**src/rtl/l2_fill_writer.sv**
```systemverilog
// ============================================================================
// Module  : l2_fill_writer
// Purpose : Picks the L2 way for a fill or update, tells the victim path about
//           evictions and issues a one-cycle write to the tag/state array.
//           Optional macro L2_EVICT_NOTIFY_EN adds the EVICT handshake state.
// Revision: 1.0
// ============================================================================
`default_nettype none

module l2_fill_writer #(
  parameter  int WAYS       = 8,
  parameter  int SETS       = 256,
  parameter  int TAG_BITS   = 15,
  parameter  int STATE_BITS = 3,
  localparam int WW         = $clog2(WAYS),
  localparam int SW         = $clog2(SETS)
) (
  input  logic                  clk,
  input  logic                  rst,
  input  logic                  req_valid,
  output logic                  req_ready,
  input  logic [SW-1:0]         req_set,
  input  logic [TAG_BITS-1:0]   req_tag,
  input  logic [STATE_BITS-1:0] req_state,
  input  logic                  req_hit,
  input  logic [WW-1:0]         req_hit_way,
  input  logic                  req_empty_found,
  input  logic [WW-1:0]         req_empty_way,
  output logic                  wr_en,
  output logic [SW-1:0]         wr_set,
  output logic [WW-1:0]         wr_way,
  output logic [TAG_BITS-1:0]   wr_tag,
  output logic [STATE_BITS-1:0] wr_state,
  output logic                  evict_valid,
  input  logic                  evict_ready,
  output logic [SW-1:0]         evict_set,
  output logic [WW-1:0]         evict_way,
  output logic                  done
);

  typedef enum logic [1:0] {
    IDLE   = 2'd0,
    SELECT = 2'd1,
    EVICT  = 2'd2,
    WRITE  = 2'd3
  } state_t;

  state_t                  state_q, state_d;
  logic [SW-1:0]           set_q;
  logic [TAG_BITS-1:0]     tag_q;
  logic [STATE_BITS-1:0]   st_q;
  logic                    hit_q;
  logic [WW-1:0]           hit_way_q;
  logic                    empty_q;
  logic [WW-1:0]           empty_way_q;
  logic [WW-1:0]           way_q, way_d;
  logic                    victim_q, victim_d;
  logic [WW-1:0]           evict_ptr_q [SETS];

  logic accept;
  assign accept = req_valid && (state_q == IDLE);

  // Hit beats empty way; only a full set falls back to the round-robin victim.
  always_comb begin
    way_d    = evict_ptr_q[set_q];
    victim_d = 1'b1;
    if (hit_q) begin
      way_d    = hit_way_q;
      victim_d = 1'b0;
    end else if (empty_q) begin
      way_d    = empty_way_q;
      victim_d = 1'b0;
    end
  end

  always_comb begin
    state_d = state_q;
    case (state_q)
      IDLE:    if (req_valid) state_d = SELECT;
`ifdef L2_EVICT_NOTIFY_EN
      SELECT:  state_d = victim_d ? EVICT : WRITE;
      EVICT:   if (evict_ready) state_d = WRITE;
`else
      SELECT:  state_d = WRITE;
      EVICT:   state_d = WRITE;
`endif
      WRITE:   state_d = IDLE;
      default: state_d = IDLE;
    endcase
  end

  always_ff @(posedge clk or posedge rst) begin
    if (rst) begin
      state_q <= IDLE;
    end else begin
      state_q <= state_d;
    end
  end

  always_ff @(posedge clk or posedge rst) begin
    if (rst) begin
      set_q       <= '0;
      tag_q       <= '0;
      st_q        <= '0;
      hit_q       <= 1'b0;
      hit_way_q   <= '0;
      empty_q     <= 1'b0;
      empty_way_q <= '0;
      way_q       <= '0;
      victim_q    <= 1'b0;
    end else begin
      if (accept) begin
        set_q       <= req_set;
        tag_q       <= req_tag;
        st_q        <= req_state;
        hit_q       <= req_hit;
        hit_way_q   <= req_hit_way;
        empty_q     <= req_empty_found;
        empty_way_q <= req_empty_way;
      end
      if (state_q == SELECT) begin
        way_q    <= way_d;
        victim_q <= victim_d;
      end
    end
  end

  // WW-bit add wraps WAYS-1 back to 0 because WAYS is a power of two.
  always_ff @(posedge clk or posedge rst) begin
    if (rst) begin
      for (int s = 0; s < SETS; s++) begin
        evict_ptr_q[s] <= '0;
      end
    end else if ((state_q == WRITE) && victim_q) begin
      evict_ptr_q[set_q] <= evict_ptr_q[set_q] + 1'b1;
    end
  end

  assign req_ready = (state_q == IDLE);
  assign wr_en     = (state_q == WRITE);
  assign done      = (state_q == WRITE);
  assign wr_set    = set_q;
  assign wr_way    = way_q;
  assign wr_tag    = tag_q;
  assign wr_state  = st_q;

`ifdef L2_EVICT_NOTIFY_EN
  assign evict_valid = (state_q == EVICT);
  assign evict_set   = set_q;
  assign evict_way   = way_q;
`else
  logic unused_evict_ready;
  assign unused_evict_ready = evict_ready;
  assign evict_valid = 1'b0;
  assign evict_set   = '0;
  assign evict_way   = '0;
`endif

endmodule

`default_nettype wire

```
**config.mk**
```make
export PLATFORM = sky130hd
export DESIGN_NAME = l2_fill_writer
export DESIGN_NICKNAME = d
export VERILOG_FILES = /design/src/rtl/l2_fill_writer.sv
export SDC_FILE = /design/constraint.sdc
export NUM_CORES = 2
export LEC_CHECK = 0
export BUFFER_PORTS_ARGS = -buffer_cell sky130_fd_sc_hd__buf_2
export CAP_MARGIN = 10
export CORE_ASPECT_RATIO = 1.4
export CORE_MARGIN = 8
export CORE_UTILIZATION = 55
export CTS_BUF_LIST = sky130_fd_sc_hd__clkbuf_8
export CTS_CLUSTER_DIAMETER = 60
export DETAILED_ROUTE_END_ITERATION = 10
export PLACE_DENSITY_LB_ADDON = 0.3
export SETUP_SLACK_MARGIN = 0.2
export SLEW_MARGIN = 20
export SYNTH_ARGS = -nofsm -noshare
export SYNTH_HDL_FRONTEND = slang
export SYNTH_SLANG_ARGS = --single-unit
```
**constraint.sdc**
```tcl
create_clock -name clk -period 64 [get_ports clk]
set_input_delay 3.2 -clock clk [delete_from_list [all_inputs] [get_ports clk]]
set_output_delay 3.2 -clock clk [all_outputs]
set_load 0.005 [all_outputs]
```
# ---- Word-level counts from Yosys, hierarchy flattened
# Index checks and enable logic that the tools add are counted.
dict set report totals {
  ff_bits 808
  word_cells 291
  ram_bits 0
  n_memories 0
  rom_bits 0
  latch_bits 0
}
dict set report classes {
  order_cmp 2
  shifts 0
  multipliers 0
  n_div 0
  add_sub_neg 1
  reduce_logical 5
  bitwise_logic 1
  n_eq_ne 4
  n_mux 12
}
# op count
set ops {}
lappend ops {{768-bit bitwise mux} 1}
lappend ops {{3-bit binary-select mux with 8-bit select} 1}
lappend ops {{3-bit demux with 8-bit select} 1}
lappend ops {{3-bit two-way mux} 5}
lappend ops {{9-bit >= comparator (second input constant)} 1}
lappend ops {{9-bit by 1-bit < comparator with 1-bit output (second input constant)} 1}
lappend ops {{8-bit inverter with 9-bit output} 1}
lappend ops {{2-bit one-hot mux with 3 select lines} 1}
lappend ops {{2-bit equality test (second input constant)} 2}
lappend ops {{3-bit by 1-bit adder with 3-bit output (second input constant)} 1}
lappend ops {{1-bit logical AND} 3}
lappend ops {{2-bit by 1-bit equality test with 1-bit output (second input constant)} 1}
lappend ops {{2-bit zero test} 1}
lappend ops {{1-bit two-way mux} 2}
lappend ops {{2-bit two-way mux} 1}
lappend ops {{2-bit != test (second input constant)} 1}
lappend ops {{2-bit OR reduction} 1}

# ---- Depth between registers and ports, before layout
dict set report logic_depth {
  ltp_word 6
  depth_mapped 22
}

# ---- Least setup slack after synthesis
# OpenSTA, ideal clock, no wires.
dict set report synth_timing {
  kind {in2reg}
  startpoint {in req_valid}
  endpoint {reg empty_q}
  required_ns 63.875
  setup_slack_ns 59.796
  t_arrival_ns 4.080
  path_stages 3
  path_cell_list {nand2_1 -> clkbuf_1 -> mux2_2}
}
dict set report synth_between {
  elab_chain_cells 1
}
# item line
set synth_rtl {}
lappend synth_rtl {{start, declared} 20} ;# input logic req_valid,
lappend synth_rtl {{1-bit logical AND} 61} ;# assign accept = req_valid && (state_q == IDLE);
lappend synth_rtl {{end signal, assigned} 118} ;# empty_q <= req_empty_found;
lappend synth_rtl {{end, declared} 54} ;# logic empty_q;
# No other way between the ends.
# A chain may end at the register's enable or synchronous reset.

# ---- Final worst setup path
dict set report layout_timing {
  startpoint {reg set_q[2], in the netlist wr_set[2]}
  endpoint {reg evict_ptr_q[440] (netlist bit)}
}
dict set report layout_between {
  elab_chain_cells 6
  word_cells_on_any_way 11
  cone_classes {add/sub (1); order compare (2); mux (6); bitwise (1); reduce/logical (1)}
}
# item line
set layout_rtl {}
lappend layout_rtl {{start, declared} 49} ;# logic [SW-1:0] set_q;
lappend layout_rtl {{start signal, assigned} 113} ;# set_q <= req_set;
lappend layout_rtl {{8-bit inverter with 9-bit output (implied by the code) (*)} 135} ;# evict_ptr_q[set_q] <= evict_ptr_q[set_q] + 1'b1;
lappend layout_rtl {{3-bit binary-select mux with 8-bit select (tied with other cells)} 135}
lappend layout_rtl {{3-bit two-way mux (implied by the code) or 1-bit logical AND (tied branches)} 135}
lappend layout_rtl {{3-bit two-way mux (implied by the code)} 135}
lappend layout_rtl {{3-bit by 1-bit adder with 3-bit output or 3-bit demux with 8-bit select (tied branches)} 135}
lappend layout_rtl {{768-bit bitwise mux (*)} 135}
lappend layout_rtl {{end signal, assigned by index} 135}
lappend layout_rtl {{end, declared} 58} ;# logic [WW-1:0] evict_ptr_q [SETS];
# Every way passes the cells marked *; elsewhere a longest branch is shown, timed or not. The select of a mux whose other input is x is not followed.

==> flow_metrics.env <==
export IMPL_run_status="finished, final reports clean"
export IMPL_worst_r2r_setup_slack_ns=56.37
export IMPL_cts_path_max_buffers=3
export IMPL_crit_path_end_kind="flip-flop"
export IMPL_rows=117
export IMPL_start_util=0.555
export IMPL_detailed_place_hpwl_um=67100
export IMPL_final_worst_slack_ns=56.37
export IMPL_cts_htree_levels=3
export IMPL_die_h_um=337
export IMPL_routedWlPerCell_um=23.5
export IMPL_first_global_vias=30000
export IMPL_final_common_cell="sky130_fd_sc_hd__dfrtp_1"
export IMPL_rsz0062_at_grt="false"
export IMPL_detail_route_iter0_violations=2881
export IMPL_detailedPlace_worstSlack_ns=56.47
export IMPL_fmax_mhz=131
export IMPL_worst_hold_path_depth=2
export IMPL_p_int_mw=0.990
export IMPL_hold_path_startpoint="evict_ptr_q[278]"
export IMPL_cp_start_kind="flip-flop"
export IMPL_antenna_left=0
export IMPL_fin_tns_setup_ns=0
export IMPL_ys_warn_count=0
export IMPL_drt_pass1_iterations=6
export IMPL_synth_area_leaders="sky130_fd_sc_hd__dfrtp_1 50%, sky130_fd_sc_hd__mux4_2 8.9%, sky130_fd_sc_hd__mux2_2 8.4%"
export IMPL_global_route_overflow_total=0
export IMPL_clock_transition_at_the_registers_of_the_reported_paths_ns=0.07
export IMPL_grt_first_pass_wirelength_um=176000
export IMPL_drc=0
export IMPL_switchingPower_mw=0.805
export IMPL_die_area_sq_um=82500
export IMPL_synth_lib_cells_used_distinct=59
export IMPL_drt_total_wl_um=112000
export IMPL_comb_power_share=0.413
export IMPL_synth_area_per_cell_sq_um=10.6
export IMPL_dr_total_vias=30600
export IMPL_gp_routability_congestion=0.825
export IMPL_syn_to_final_growth_pct=8.15
export IMPL_synth_top_cell_area_share=0.500
export IMPL_timing_critical_path_from="wr_set[2]"
export IMPL_sw_frac_of_total=0.448
export IMPL_post_cts_hold_buffer_count=0
export IMPL_clock_latency_ns=0.76
export IMPL_period_share=0.119
export IMPL_ir_worst_vdd_mv=0.0848
export IMPL_crit_reg2reg_launch="wr_set[2]"
export IMPL_clock_power_share=0.244
export IMPL_clock_sink_count=808
export IMPL_period_minus_slack_ns=7.63
export IMPL_gr_usage_all_layers=0.270
export IMPL_synth_cell_area_sq_um=40400
export IMPL_worstSetupPathType="reg -> reg"
export IMPL_r2r_end="evict_ptr_q[440]"
export IMPL_synth_async_reset_ratio=1.00
export IMPL_ff2ff_path_depth=14
export IMPL_maximum_number_of_pins_on_one_net_before_global_route_repair=258
export IMPL_hold_violation_count_in_the_final_report=0
export IMPL_hold_path_endpoint="evict_ptr_q[278]"
export IMPL_arrival_time_of_data_at_the_critical_path_endpoint_ns=8.22
export IMPL_slew_headroom=0.216
export IMPL_synth_top_cell_by_area="sky130_fd_sc_hd__dfrtp_1"
export IMPL_ys_ff_latch=808
export IMPL_synth_sequential_area_ratio=0.500
export IMPL_post_synth_inst_count=3796
export IMPL_cp_required_ns=64.58
export IMPL_max_cap_violations=0
export IMPL_floorplan_die_width_um=245
export IMPL_postSynth_topFlopCell="sky130_fd_sc_hd__dfrtp_1"
export IMPL_final_max_slew_violation_count=0
export IMPL_io_buffer_count=68
export IMPL_core_area_sq_um=72800
export IMPL_numCtsBuffers=119
export IMPL_power_leakage_nw=19.8
export IMPL_antenna_found_initial=1
export IMPL_finalSetupViolations=0
export IMPL_cp_max_fo=257
export IMPL_post_cts_buffers=0
export IMPL_cellPowerDensity_nw_per_um2=41.1
export IMPL_clock_skew_ns=0.0309
export IMPL_tightestPinTransition_ns=1.18
export IMPL_commonest_non_fill_non_tap_cells_in_the_layout="805 x sky130_fd_sc_hd__dfrtp_1, 671 x sky130_fd_sc_hd__nand2_1, 373 x sky130_fd_sc_hd__o21ai_0"
export IMPL_edff_count_synth=0
export IMPL_viasPerCell=6.40
export IMPL_p_seq_frac=0.343
export IMPL_postCtsResizedCells=0
export IMPL_drive_gt1_frac=0.218
export IMPL_design_final_nets=3772
export IMPL_tritoncts_clock_tree="done"
export IMPL_hold_crit_class="reg -> reg"
export IMPL_design_portCount=82
export IMPL_cell_at_the_root_of_the_clock_tree="sky130_fd_sc_hd__clkbuf_8"
## sequential cells by signal, summed over array words and instances, names as in the netlist
signal,count
wr_way,3
wr_set,8
victim_q,1
evict_ptr_q,768
empty_q,1
hit_way_q,3
wr_state,3
empty_way_q,3
hit_q,1
state_q,2
wr_tag,15
## per-layer routing
metal  vias up  GRT usage  share of wire
li1      13600          -              -
met1     15400      0.353           0.40
met2      1280      0.435           0.48
met3       330     0.0471          0.074
met4         0      0.133          0.052
met5         -          0              0
## worst max-delay path, stage by stage, from the launching register on
cell and delay (ns):
sky130_fd_sc_hd__dfrtp_4 0.97, sky130_fd_sc_hd__buf_4 0.81, sky130_fd_sc_hd__buf_4 0.60, sky130_fd_sc_hd__mux4_2 0.34, sky130_fd_sc_hd__mux4_2 0.27, sky130_fd_sc_hd__nor2_1 0.05
sky130_fd_sc_hd__nor4b_1 0.76, sky130_fd_sc_hd__a211oi_1 0.26, sky130_fd_sc_hd__o211ai_1 0.35, sky130_fd_sc_hd__buf_12 0.77, sky130_fd_sc_hd__ha_4 0.68, sky130_fd_sc_hd__buf_12 0.70
sky130_fd_sc_hd__nor2_1 0.12, sky130_fd_sc_hd__a22oi_1 0.18, sky130_fd_sc_hd__o21ai_0 0.13
## Yosys cell counts, types with 2 or more instances
cell                          n
sky130_fd_sc_hd__or3_1      140
sky130_fd_sc_hd__a221oi_1     8
sky130_fd_sc_hd__a21o_1       2
sky130_fd_sc_hd__inv_1       15
sky130_fd_sc_hd__and2_1      10
sky130_fd_sc_hd__dfrtp_1    808
sky130_fd_sc_hd__a311oi_1     3
sky130_fd_sc_hd__mux2i_1    109
sky130_fd_sc_hd__nand2_1    672
sky130_fd_sc_hd__and2_0       2
sky130_fd_sc_hd__a221o_1      9
sky130_fd_sc_hd__o21ai_0    373
sky130_fd_sc_hd__buf_6       16
sky130_fd_sc_hd__inv_2        2
sky130_fd_sc_hd__nand2b_1     7
sky130_fd_sc_hd__nor2b_1     15
sky130_fd_sc_hd__a2111oi_0    3
sky130_fd_sc_hd__mux4_2     160
sky130_fd_sc_hd__a22o_1       2
sky130_fd_sc_hd__o22ai_1      8
sky130_fd_sc_hd__buf_4       29
sky130_fd_sc_hd__a21oi_1     19
sky130_fd_sc_hd__mux2_2     303
sky130_fd_sc_hd__nand4_1    138
sky130_fd_sc_hd__clkbuf_1   213
sky130_fd_sc_hd__nor3_1      20
sky130_fd_sc_hd__o211ai_1     4
sky130_fd_sc_hd__nand3_1    255
sky130_fd_sc_hd__a31oi_1      2
sky130_fd_sc_hd__a211oi_1    11
sky130_fd_sc_hd__a21boi_0     2
sky130_fd_sc_hd__buf_2       69
sky130_fd_sc_hd__o22a_1       2
sky130_fd_sc_hd__buf_12       4
sky130_fd_sc_hd__nor4b_1      2
sky130_fd_sc_hd__ha_1         5
sky130_fd_sc_hd__nor2_1     156
sky130_fd_sc_hd__nor4_1       5
sky130_fd_sc_hd__buf_1       13
sky130_fd_sc_hd__o21a_1       2
sky130_fd_sc_hd__a22oi_1    148
sky130_fd_sc_hd__and3_1       7
sky130_fd_sc_hd__o221ai_1     7
## layout make-up
type / count / area, sq um
diodes: 2 / 5.00
clock buffers: 161 / 2220
flip-flops and latches: 808 / 20200
repair buffers: 146 / 980
inverters: 17 / 71.3
fillers: 5916 / 29100
clock inverters: 55 / 300
multi-input cells: 2637 / 18700
well taps: 952 / 1190
## cell families (layout without fill, tap and decap cells)
| logic type | after synthesis | in the layout | share of synthesized area |
|---|---|---|---|
| compound gates | 615 | 615 | 0.0916 |
| fa+ha+maj | 5 | 5 | 0.00155 |
| buf+inv | 362 | 379 | 0.0433 |
| flops | 808 | 808 | 0.500 |
| mux | 572 | 572 | 0.201 |
| other cells | 1 | 14 | 0.0000928 |
| simple gates | 1433 | 1433 | 0.162 |
## worst max path at each step
| stage | to | depth (start not counted) | slack [ns] |
|---|---|---|---|
| 2_1_floorplan | empty_q | 1 | 38.11 |
| 3_3_place_gp | evict_ptr_q[367] | 6 | 56.49 |
| 3_5_place_dp | evict_ptr_q[348] | 6 | 56.47 |
| 4_1_cts | evict_ptr_q[440] | 14 | 56.63 |
| 5_1_grt | evict_ptr_q[407] | 14 | 56.14 |
| 6_report | evict_ptr_q[440] | 14 | 56.37 |
## stage by stage
stage                     instances  hold WS [ns]  utilization  total power, mW  cell area, sq um
after floorplan                3807         0.444            -             1.13             40400
after global placement         4560         0.455        0.566             1.34             41200
after detailed placement       4560         0.462        0.566             1.35             41200
after CTS                      4776         0.477        0.600             1.79             43700
after global routing           4777         0.489        0.600             1.87             43700
final                          4778         0.472        0.601             1.79             43700
## power groups by stage
stage,Clock (mW),Combinational [mW],Sequential (mW)
CTS,0.445,0.730,0.615
floorplan,0,0.524,0.601
global placement,0,0.721,0.622
global route,0.466,0.786,0.622
detailed placement,0,0.729,0.624
finish,0.438,0.741,0.615
(Power assumes the default switching activity.)
